$ cat config.mk
export PLATFORM = sky130hd
export DESIGN_NAME = bus_ack_responder
export DESIGN_NICKNAME = d
export VERILOG_FILES = /design/src/rtl/bus_resp_pkg.sv /design/src/rtl/bus_resp_fifo.sv /design/src/rtl/bus_ack_responder.sv
export SDC_FILE = /design/constraint.sdc
export NUM_CORES = 1
export LEC_CHECK = 0
export BUFFER_PORTS_ARGS = -buffer_cell sky130_fd_sc_hd__buf_2
export CAP_MARGIN = 0
export CORE_MARGIN = 3
export CORE_UTILIZATION = 30
export DETAILED_ROUTE_END_ITERATION = 12
export PLACE_DENSITY = 0.52
export SYNTH_ARGS = -nofsm -noshare
export SYNTH_HDL_FRONTEND = slang
export SYNTH_SLANG_ARGS = --single-unit
$ cat constraint.sdc
create_clock -name clk -period 4.1 [get_ports clk]
set_clock_uncertainty 0.1 [all_clocks]
set_input_delay 0.205 -clock clk [delete_from_list [all_inputs] [get_ports clk]]
set_output_delay 0.205 -clock clk [all_outputs]
set_load 0.01 [all_outputs]
$ cat src/rtl/bus_resp_pkg.sv
// Shared types and defaults for the bus_ack_responder block.
package bus_resp_pkg;

    localparam int DATA_W_DEF = 32;

    typedef enum logic [1:0] {
        ST_IDLE = 2'd0,
        ST_WAIT = 2'd1,
        ST_ACK  = 2'd2
    } state_e;

endpackage

$ cat src/rtl/bus_resp_fifo.sv
// Request queue for bus_ack_responder: DEPTH x DATA_W synchronous FIFO.
// A push into a full queue is still accepted when a pop happens in the same cycle.
module bus_resp_fifo #(
    parameter int DATA_W = 32,
    parameter int DEPTH  = 4
) (
    input  logic                       clk,
    input  logic                       reset,
    input  logic                       push,
    input  logic [DATA_W-1:0]          wr_data,
    input  logic                       pop,
    output logic [DATA_W-1:0]          rd_data,
    output logic                       full,
    output logic                       empty,
    output logic [$clog2(DEPTH+1)-1:0] count
);
    localparam int AW = $clog2(DEPTH);
    localparam int CW = $clog2(DEPTH + 1);

    logic [DATA_W-1:0] mem_r [DEPTH];
    logic [AW-1:0]     wr_ptr_r;
    logic [AW-1:0]     rd_ptr_r;
    logic [CW-1:0]     count_r;
    logic              push_ok_s;
    logic              pop_ok_s;

    assign empty     = (count_r == CW'(0));
    assign full      = (count_r == CW'(DEPTH));
    assign pop_ok_s  = pop && !empty;
    assign push_ok_s = push && (!full || pop_ok_s);
    assign rd_data   = mem_r[rd_ptr_r];
    assign count     = count_r;

    // Pointer and occupancy update; pointers wrap naturally as DEPTH is a power of two.
    always_ff @(posedge clk) begin
        if (reset) begin
            wr_ptr_r <= AW'(0);
            rd_ptr_r <= AW'(0);
            count_r  <= CW'(0);
        end else begin
            if (push_ok_s) begin
                wr_ptr_r <= wr_ptr_r + AW'(1);
            end
            if (pop_ok_s) begin
                rd_ptr_r <= rd_ptr_r + AW'(1);
            end
            count_r <= count_r + CW'(push_ok_s) - CW'(pop_ok_s);
        end
    end

    // Storage array; entries are never read before being written, so no reset.
    always_ff @(posedge clk) begin
        if (push_ok_s) begin
            mem_r[wr_ptr_r] <= wr_data;
        end
    end

endmodule

$ cat src/rtl/bus_ack_responder.sv
// Responder side of the bus_req/bus_ack handshake: queues request pulses and
// returns one registered single-cycle ack per request, in order, after ACK_DELAY cycles.
module bus_ack_responder
    import bus_resp_pkg::*;
#(
    parameter int DATA_W    = DATA_W_DEF,
    parameter int DEPTH     = 4,
    parameter int ACK_DELAY = 1
) (
    input  logic                       clk,
    input  logic                       reset,
    input  logic                       bus_req,
    input  logic [DATA_W-1:0]          bus_data,
    output logic                       bus_ack,
    output logic [DATA_W-1:0]          ack_data,
    output logic [$clog2(DEPTH+1)-1:0] pending,
    output logic                       busy,
    output logic                       overflow
);
    localparam int CNT_W = (ACK_DELAY > 1) ? $clog2(ACK_DELAY) : 1;
    localparam int CW    = $clog2(DEPTH + 1);

    state_e            state_r;
    state_e            state_nxt_s;
    logic [CNT_W-1:0]  cnt_r;
    logic [CNT_W-1:0]  cnt_nxt_s;
    logic              bus_ack_r;
    logic [DATA_W-1:0] ack_data_r;
    logic              overflow_r;
    logic              pop_s;
    logic              fifo_full_s;
    logic              fifo_empty_s;
    logic [DATA_W-1:0] fifo_head_s;
    logic [CW-1:0]     fifo_count_s;

    // The head leaves the queue on the edge that ends the ACK cycle.
    assign pop_s = (state_r == ST_ACK);

    bus_resp_fifo #(
        .DATA_W (DATA_W),
        .DEPTH  (DEPTH)
    ) u_fifo (
        .clk     (clk),
        .reset   (reset),
        .push    (bus_req),
        .wr_data (bus_data),
        .pop     (pop_s),
        .rd_data (fifo_head_s),
        .full    (fifo_full_s),
        .empty   (fifo_empty_s),
        .count   (fifo_count_s)
    );

    // Next-state and service-delay counter logic.
    always_comb begin
        state_nxt_s = state_r;
        cnt_nxt_s   = cnt_r;
        case (state_r)
            ST_IDLE: begin
                if (!fifo_empty_s) begin
                    state_nxt_s = ST_WAIT;
                    cnt_nxt_s   = CNT_W'(ACK_DELAY - 1);
                end else begin
                    state_nxt_s = ST_IDLE;
                end
            end
            ST_WAIT: begin
                if (cnt_r == CNT_W'(0)) begin
                    state_nxt_s = ST_ACK;
                end else begin
                    cnt_nxt_s = cnt_r - CNT_W'(1);
                end
            end
            ST_ACK: begin
                state_nxt_s = ST_IDLE;
            end
            default: begin
                state_nxt_s = ST_IDLE;
                cnt_nxt_s   = CNT_W'(0);
            end
        endcase
    end

    // State, registered ack outputs and sticky overflow flag.
    always_ff @(posedge clk) begin
        if (reset) begin
            state_r    <= ST_IDLE;
            cnt_r      <= CNT_W'(0);
            bus_ack_r  <= 1'b0;
            ack_data_r <= DATA_W'(0);
            overflow_r <= 1'b0;
        end else begin
            state_r    <= state_nxt_s;
            cnt_r      <= cnt_nxt_s;
            bus_ack_r  <= (state_nxt_s == ST_ACK);
            ack_data_r <= (state_nxt_s == ST_ACK) ? fifo_head_s : DATA_W'(0);
            if (bus_req && fifo_full_s && !pop_s) begin
                overflow_r <= 1'b1;
            end
        end
    end

    assign bus_ack  = bus_ack_r;
    assign ack_data = ack_data_r;
    assign overflow = overflow_r;
    assign pending  = fifo_count_s;
    assign busy     = (state_r != ST_IDLE) || (fifo_count_s != CW'(0));

endmodule

== After elaboration in Yosys (flattened, before gate mapping) ==
Memory sizes are Yosys's and may differ from the RTL's. A register that Yosys moved wholly into a read port is not among the register bits.
Index checks and enable logic that the tools add are counted.
W data, S select, Z words.
Storage, ports and cells
  register bits: 12
  bits in writable memories: 128
  memories kept: 1
Memory list
  u_fifo.mem_r: words 4, bits a word 32, read ports 1, clocked after Yosys merged registers in 1, write ports 1, line bus_resp_fifo.sv:20  | logic [DATA_W-1:0] mem_r [DEPTH];
Cells by class
  add/sub/neg operators: 5
  eq/ne operators: 5
  multiplexer cells: 8
  bitwise operators: 2
  reduce and logical (&&, ||, !) cells: 15
Operators with widths (number)
  $mux W1: 5
  $add A2 B1 Y2 const B: 2
  $eq A2 B2 Y1 const B: 2
  $logic_and A1 B1 Y1: 4
  $pmux W2 S2: 1
  $add A3 B1 Y3: 1
  $eq A3 B3 Y1 const B: 1
  $logic_not A1 Y1: 3
  $logic_not A3 Y1: 1
  $pmux W1 S3: 1
  $reduce_bool A3 Y1: 1
  $sub A3 B1 Y3: 1
  $eq A2 B1 Y1 const B: 1
  $logic_not A2 Y1: 1
  $logic_or A1 B1 Y1: 2
  $mux W2: 1
  $ne A2 B2 Y1 const B: 1
  $not A1 Y1: 2
  $reduce_and A2 Y1: 1
  $reduce_bool A2 Y1: 1
  $reduce_or A2 Y1: 1
  $sub A1 B1 Y1 const B: 1

== Logic depth before layout (Yosys ltp) ==
Gate-level depths: netlist of the first run.
  depth after elaboration: 7
  gate-level depth with buffers: 11
  gate-level depth less buffers: 10

== Modules after synthesis ==
From an unflattened synthesis of the first run, not the netlist that was laid out.
Unflattened totals
  cells, all modules: 293
  area total of the unflattened synthesis: 6208.5 µm²
By module, submodules not included
  bus_resp_fifo: times used 1, cells an instance 214, area each 5198.7 µm², seq. area each 4023.9 µm²
  bus_ack_responder: times used 1, cells an instance 79, area each 1009.7 µm², seq. area each 700.7 µm²

== Worst setup path after synthesis of the first run ==
Ideal clock, no wire load.
  kind: register to register
  start: register u_fifo.count_r[1] (netlist: u_fifo.count[1])
  end: register u_fifo.count_r[2] (netlist: u_fifo.count[2])
  data arrival time: 2.141 ns
  required time: 3.922 ns
  slack: 1.781 ns
  cell stages (with the launch flop): 11
  clock period less this slack: 2.319 ns
  cells stage by stage: dfxtp_1 nor3_1 nor2_1 ha_1 inv_1 ha_1 inv_1 fa_1 xor2_1 and2_1 nor3_1
On the way
  longest elaborated chain between the ends: 7
  elaborated cells between the ends (all ways): 9
  those cells by class: add/sub: 2; eq/ne: 1; reduce/logical: 6
Ends and longest elaborated chain
  start, declared: line bus_resp_fifo.sv:23  | logic [CW-1:0] count_r;
  start signal, assigned: line bus_resp_fifo.sv:47  | count_r <= count_r + CW'(push_ok_s) - CW'(pop_ok_s);
  $logic_not A3 Y1 (*): line bus_resp_fifo.sv:27  | assign empty = (count_r == CW'(0));
  $logic_not A1 Y1 (*): line bus_resp_fifo.sv:29  | assign pop_ok_s = pop && !empty;
  $logic_and A1 B1 Y1 (*): line bus_resp_fifo.sv:29
  net u_fifo.pop_ok_s: line bus_resp_fifo.sv:25  | logic pop_ok_s;
  $logic_or A1 B1 Y1: line bus_resp_fifo.sv:30  | assign push_ok_s = push && (!full || pop_ok_s);
  $logic_and A1 B1 Y1: line bus_resp_fifo.sv:30
  $add A3 B1 Y3: line bus_resp_fifo.sv:47
  $sub A3 B1 Y3 (*): line bus_resp_fifo.sv:47
Mark *: on every way through the listed nets, which the timed path passes. The rest lies on a longest branch.
A chain may end at the register's enable or synchronous reset.

== Worst setup path after layout of the first run ==
  start: register state_r[0]
  end: register u_fifo.count_r[2] (netlist: u_fifo.count[2])
On the way
  longest elaborated chain between the ends: 6
Ends and longest elaborated chain
  start, declared: line bus_ack_responder.sv:23  | state_e state_r;
  start signal, assigned: line bus_ack_responder.sv:93  | state_r <= state_nxt_s;
  $eq A2 B2 Y1 (*): line bus_ack_responder.sv:37  | assign pop_s = (state_r == ST_ACK);
  $logic_and A1 B1 Y1 (*): line bus_resp_fifo.sv:29
  net u_fifo.pop_ok_s: line bus_resp_fifo.sv:25
  $logic_or A1 B1 Y1: line bus_resp_fifo.sv:30
  $logic_and A1 B1 Y1: line bus_resp_fifo.sv:30
  $add A3 B1 Y3: line bus_resp_fifo.sv:47
  $sub A3 B1 Y3 (*): line bus_resp_fifo.sv:47
Marks and branches as above.

==> summary.md, run 1 <==
| Metric | Value |
|---|---|
| First-pass GRT wire length | 17.82 mm |
| Largest net degree at the start of global routing | 37 |
| Internal power | 3325 µW |
| Clock transition at path regs | 60 ps |
| CP Capture Type | register |
| DIE AREA | 22150 µm² |
| CTS tree | built |
| Achievable frequency | 382.5 MHz |
| Die H | 148.8 µm |
| FP Rows | 51 |
| Syn Area/Cell | 20.20 µm² |
| Synth top area share | 62.80% |
| Worst VDD drop | 0.2991 mV |
| Critical path fanouts, max | 36 |
| Initial Util | 30.94% |
| Tot GR Track Use | 11.01% |
| Antenna violations before repair | 0 |
| Router iterations before antenna repair | 4 |
| Final hold violations | 0 |
| Synth Register Bits | 170 |
| Number of antenna diodes | 0 |
| Fraction of registers with async set/reset | 0% |
| Tmin final | 2614 ps |
| CTS root buf | clkbuf_16 |
| Vias in the first global route | 3139 |
| Run status | complete, no violations |
| Drt drc | 0 |
| Die W | 148.8 µm |
| CTS resizes | 0 |
| Crit-path cells | nand2b_4 -> nor2_1 -> ha_1 -> inv_1 -> ha_1 -> inv_1 -> fa_1 -> xor2_1 -> and2_1 -> nor3_1 |
| Critical path type | reg -> reg |
| Detailed placer's ending HPWL | 6.632 mm |
| Switching fraction of total power | 24.44% |
| WP data required | 4350 ps |
| CP arrival | 2860 ps |
| Mapped cell area | 6121 µm² |
| Clock share of power | 36.1% |
| Area grow syn2layout | 25.12% |
| Routability cong. | 0.6205 |
| Post-Syn Instances | 303 |
| Via density | 4.346 |
| Sequential share of power | 50.8% |
| Yosys cell types | 30 |
| Hold WC Path Type | in -> reg |
| Layout cells sized above 1 | 31.53% |
| IO buf count | 72 |
| Slew Viols, Final | 0 |
| Core outline area | 19780 µm² |
| Setup violations, final | 0 |
| Sequential cell area fraction in the yosys report | 76.53% |
| Io pins | 73 |
| Final period util | 63.76% |
| Maxcap violations | 0 |
| RSZ-0062 raised after global routing | false |
| Setup_tns | 0 ps |
| Post-CTS Repair Setup Buffers | 0 |
| Most area-hungry cell type in the Yosys netlist | edfxtp_1 |
| Slew HR | 33.48% |
| Slew @ Worst Pin | 997.8 ps |
| Num CTS Buffers | 17 |
| Synthesized Nets | 345 |
| Design Area, Final | 7659 µm² |
| Via Count | 2999 |
| Critical path's largest stage delay | 750 ps |
| Routed WL | 11.54 mm |
| Wire length per cell | 16.72 µm |
| Worst skew pair latency | 420 ps |
| Final Core Density | 38.72% |
| Synthesis Warnings | 0 |
| Most common cell in the netlist | edfxtp_1 |
| 1st-iter DRT viols | 154 |
| Nets | 454 |
| Placed Area | 6725 µm² |
| Sw power | 1075 µW |
| Synth Flop Type | edfxtp_1 |
| Worst hold slack | 44.89 ps |
| H-Tree Depth | 4 |
| Most instantiated cells after synthesis | edfxtp_1 (128), dfxtp_1 (42), and3_1 (32) |
| CP delay by family, top | adder cells |
| Gr ovfl total | 0 |
| Fill cell count | 1847 |
| Pwr Density | 574.5 nW/µm² |
| Final antenna-violating net count | 0 |
| Crit path buffers/inverters | 2 |
| Largest cells by area after synthesis | edfxtp_1 (63%), dfxtp_1 (14%), mux4_2 (8.1%), mux4_1 (4.3%), and3_1 (3.3%) |
| Startpoint types | register |
| Sink Count | 170 |
| Combinational share of power | 13.1% |
| CTS max path bufs | 2 |
| Leakage | 0.002847 µW |
| Number of enable flip-flop cells after synthesis | 128 |
| CP max-delay cell | dfxtp_2 |
==> layer usage <==
metal	GRT usage, %	part of all wire (%)	vias to the layer above
met5	0	0	-
met4	4.943	2.0	0
met2	18.21	50	62
met3	3.342	4.7	17
met1	13.33	43	1493
li1	-	-	1427
==> timing repair <==
item                                    4_1_cts  5_1_grt
hold endpoints to repair                    129        0
endpoints found under the setup margin        0        0
hold buffers                                 33        0
==> power groups by stage <==
stage | clock [µW] | combinational (µW) | sequential [µW]
3_3_place_gp | 0 | 564 | 2270
2_1_floorplan | 0 | 382 | 2230
3_5_place_dp | 0 | 570 | 2280
5_1_grt | 1710 | 639 | 2270
6_report | 1590 | 575 | 2240
4_1_cts | 1620 | 597 | 2250
==> sequential cells by signal (all words and copies together), names as in the netlist <==
register and flops:
ack_data 32, u_fifo.rd_ptr_r 2, u_fifo.mem_r 128, u_fifo.wr_ptr_r 2, state_r 2, u_fifo.count 3, overflow 1
==> stage by stage <==
stage / total power [µW] / instances / setup slack [ps]
3_5_place_dp: 2853 / 625 / 1450
3_3_place_gp: 2835 / 625 / 1491
6_report: 4400 / 690 / 1486
5_1_grt: 4614 / 690 / 1312
4_1_cts: 4468 / 690 / 1428
2_1_floorplan: 2610 / 303 / 1781
==> layout by cell type (no fill, tap or decap), types with 2 or more instances in the layout <==
| cell type | n |
|---|---|
| clkinv_1 | 2 |
| dfxtp_2 | 3 |
| nor3_1 | 6 |
| edfxtp_1 | 128 |
| clkinvlp_4 | 2 |
| nor2_1 | 5 |
| inv_1 | 7 |
| or4_1 | 3 |
| and4b_1 | 2 |
| clkbuf_16 | 20 |
| nand2_1 | 3 |
| mux4_1 | 10 |
| and2_2 | 4 |
| dfxtp_1 | 39 |
| clkinv_2 | 3 |
| and3_1 | 32 |
| ha_1 | 6 |
| clkinv_4 | 2 |
| dlygate4sd3_1 | 33 |
| a21oi_1 | 2 |
| nor4b_1 | 2 |
| mux4_2 | 22 |
| buf_2 | 72 |
==> cell type report <==
| type | count | area (µm²) | share of cell area [%] |
|---|---|---|---|
| multi-input cells | 110 | 1311 | 17.12 |
| clock inverters | 10 | 85.08 | 1.111 |
| repair buffers | 106 | 698.2 | 9.116 |
| well taps | 265 | 331.6 | 4.329 |
| clock buffers | 22 | 518.0 | 6.764 |
| flip-flops and latches | 170 | 4688 | 61.22 |
| inverters | 7 | 26.28 | 0.3431 |
==> kinds of logic after synthesis <==
logic type	count (synthesis)	share of synthesized area, %
xor+xnor	1	0.1431
mux	32	12.39
simple gates	64	6.541
buf+inv	23	2.249
fa+ha+maj	7	1.554
flops	170	76.53
compound gates	6	0.5929
==> final timing paths <==
check	start	endpoint	slack [ps]	depth (start not counted)
setup / recovery	state_r[0]	u_fifo.count[2]	1490	10
hold / removal	reset	overflow	40	2
setup reg to reg	state_r[0]	u_fifo.count[2]	1490	10
hold reg to reg	overflow	overflow	390	2
No activity file was read; power rests on OpenSTA's default activity.
==> run 2, diff against run 1 <==
Settings changed: ABC_AREA from default to 1, PLACE_DENSITY 0.52 to 0.53.
Clock period 4.1 ns to 2.2 ns, I/O delays scaled along.
==> summary.md, run 2 <==
| Metric | Value |
|---|---|
| Mux cell area share after synthesis | 0% |
| Main combinational cell family by area after synthesis | simple AND/OR/NAND/NOR gates |
| Antenna violations before repair | 0 |
| Hold WC Path Type | in -> reg |
| Mapped cell area | 6127 µm² |
| Achievable frequency | 481.9 MHz |
| DP Cell Count | 817 |
| Num CTS Buffers | 17 |
| Syn Area/Cell | 12.56 µm² |
| H-Tree Depth | 4 |
| Commonest non-fill, non-tap cell in the layout | nor2_1 |
| CP arrival | 2280 ps |
| Final hold violations | 0 |
| Leakage | 0.002973 µW |
| Nets | 648 |
| Final antenna-violating net count | 0 |
| Routability cong. | 0.7156 |
| FP Rows | 51 |
| Gr ovfl total | 0 |
| First-pass GRT wire length | 20.44 mm |
| Synth top area share | 62.73% |
| Post-Synth Simple-Gate Area | 10.03% |
| Worst VDD drop | 0.7127 mV |
| Number of antenna diodes | 0 |
| Slew Viols, Final | 0 |
| Tmin final | 2075 ps |
| Sequential cell area fraction in the yosys report | 76.45% |
| Number of enable flip-flop cells after synthesis | 128 |
| CTS max path bufs | 2 |
| Slew @ Worst Pin | 431.7 ps |
| IO buf count | 72 |
| Clock transition at path regs | 70 ps |
| WP data required | 2410 ps |
| Most area-hungry cell type in the Yosys netlist | edfxtp_1 |
| Synth Register Bits | 170 |
| Max reg flops | 128 |
| CTS tree | built |
| Most common cell in the netlist | nor2_1 |
| Most frequent cells in the layout | nor2_1 (132), edfxtp_1 (128), buf_2 (72), o21ai_1 (39) |
| Largest cells by area after synthesis | edfxtp_1 (63%), dfxtp_1 (14%), nor2_1 (8.4%), a21oi_1 (3.1%), o21ai_1 (3.1%) |
| Core outline area | 19780 µm² |
| Die W | 148.9 µm |
| Run status | complete, no violations |
| Synthesized Nets | 530 |
| Pwr Density | 1022 nW/µm² |
| DIE AREA | 22170 µm² |
| Yosys cell types | 18 |
| Largest register by flop count | u_fifo.mem_r |
| Largest net degree at the start of global routing | 40 |
| Tot GR Track Use | 12.02% |
| Most instantiated cells after synthesis | nor2_1 (137), edfxtp_1 (128), dfxtp_1 (42) |
| Fraction of registers with async set/reset | 0% |
| Critical path fanouts, max | 4 |
| Synthesis Warnings | 0 |
| Wire length per cell | 14.50 µm |
| Critical path type | reg -> reg |
| Router iterations before antenna repair | 4 |
| Maxcap violations | 0 |
| Synth Flop Type | edfxtp_1 |
| Via Count | 3860 |
| Detailed placer's ending HPWL | 7.954 mm |
| Die H | 148.9 µm |
| CP Capture Type | register |
| Adder-Cell Fraction of Synth Area | 1.552% |
| CTS root buf | clkbuf_16 |
| 1st-iter DRT viols | 238 |
| Final period util | 94.32% |
| Via density | 4.367 |
| Sink Count | 170 |
| Drt drc | 0 |
| Startpoint types | register |
| Worst skew pair latency | 420 ps |
| Compound-Gate Fraction of Synth Area | 8.413% |
| RSZ-0062 raised after global routing | false |
| Setup violations, final | 0 |
| Vias in the first global route | 3862 |
| Final std cells w/o fill | 884 |
| Slew HR | 71.22% |
| Routed WL | 12.82 mm |
| Io pins | 73 |
| Layout cells sized above 1 | 21.16% |
| Area grow syn2layout | 27.85% |
| Final Core Density | 39.60% |
| Post-Syn Instances | 488 |
| Initial Util | 30.97% |
| Xor/xnor share of the synthesized area | 0% |
## run 2: cell types whose count changed after synthesis, sizes merged, moves of 6 or more
cell,change
nor2,+131
o21ai,+64
a21oi,+36
and3,-32
mux4,-32
inv,+17
nand2,+11
buf,+9
nand3,+7
nor3,-6
## run 2: worst max-delay path, cell delays in order (launching register included)
cell	delay, ps
dfxtp_1	330
nor2_2	150
nand2_1	130
nand2_2	100
inv_1	40
ha_1	260
inv_1	60
ha_1	140
inv_1	60
fa_1	380
o21ai_1	150
a21oi_1	50
## run 2: logic make-up after synthesis
group                    count (synthesis)
buffers and inverters                   48
AO/OA/AOI/OAI                          103
AND/OR/NAND/NOR                        160
adder cells (fa/ha/maj)                  7
flip-flops                             170
## run 2: what timing repair did
item                                    CTS  global route
resized for setup                         0             5
endpoints found under the setup margin    0             2
buffers inserted                          0             1
hold buffers                             34             0
endpoints found under the hold margin   135             0
## run 2: final timing paths
| kind | end | start | slack [ps] | cells after the start |
|---|---|---|---|---|
| worst min register to register | state_r[0] | state_r[0] | 330 | 1 |
| worst max register to register | u_fifo.count[2] | u_fifo.count[0] | 120 | 11 |
| worst min-delay path | u_fifo.mem_r[1][2] | bus_data[2] | 330 | 2 |
| worst max-delay path | u_fifo.count[2] | u_fifo.count[0] | 120 | 11 |
## run 2: stage by stage
| step | worst slack, ps | cell area (µm²) | setup TNS, ps | total power [µW] | hold slack [ps] |
|---|---|---|---|---|---|
| after floorplan | -515.0 | 6127 | -65920 | 4649 | 76.69 |
| after global placement | 114.5 | 6912 | 0 | 5118 | 221.4 |
| after detailed placement | 14.32 | 6912 | 0 | 5155 | 226.4 |
| after CTS | 5.425 | 7819 | 0 | 8075 | 319.0 |
| after global routing | 4.662 | 7834 | 0 | 8418 | 326.3 |
| final | 124.9 | 7834 | 0 | 8006 | 329.3 |
## run 2: layout make-up
| class | count | area [µm²] |
|---|---|---|
| Sequential cell | 170 | 4690 |
| Timing Repair Buffer | 123 | 890.9 |
| Fill cell | 1916 | 11950 |
| Clock inverter | 13 | 133.9 |
| Multi-Input combinational cell | 270 | 1265 |
| Tap cell | 265 | 331.6 |
| Clock buffer | 19 | 432.9 |
| Inverter | 24 | 90.09 |
## run 2: power breakdown
part / internal, µW / leakage, µW / switching [µW] / total (µW)
Clock: 1590 / 0.000273 / 1280 / 2870
Combinational: 443 / 0.00118 / 767 / 1210
Sequential: 3820 / 0.00152 / 111 / 3930
## run 2: metal layers
layer / up-vias / GRT usage (%) / wire length [µm]
met3: 16 / 3.221 / 560
met2: 88 / 20.86 / 6457
met1: 1834 / 14.39 / 5582
li1: 1922 / - / -
met4: 0 / 4.348 / 221
met5: - / 0 / 0
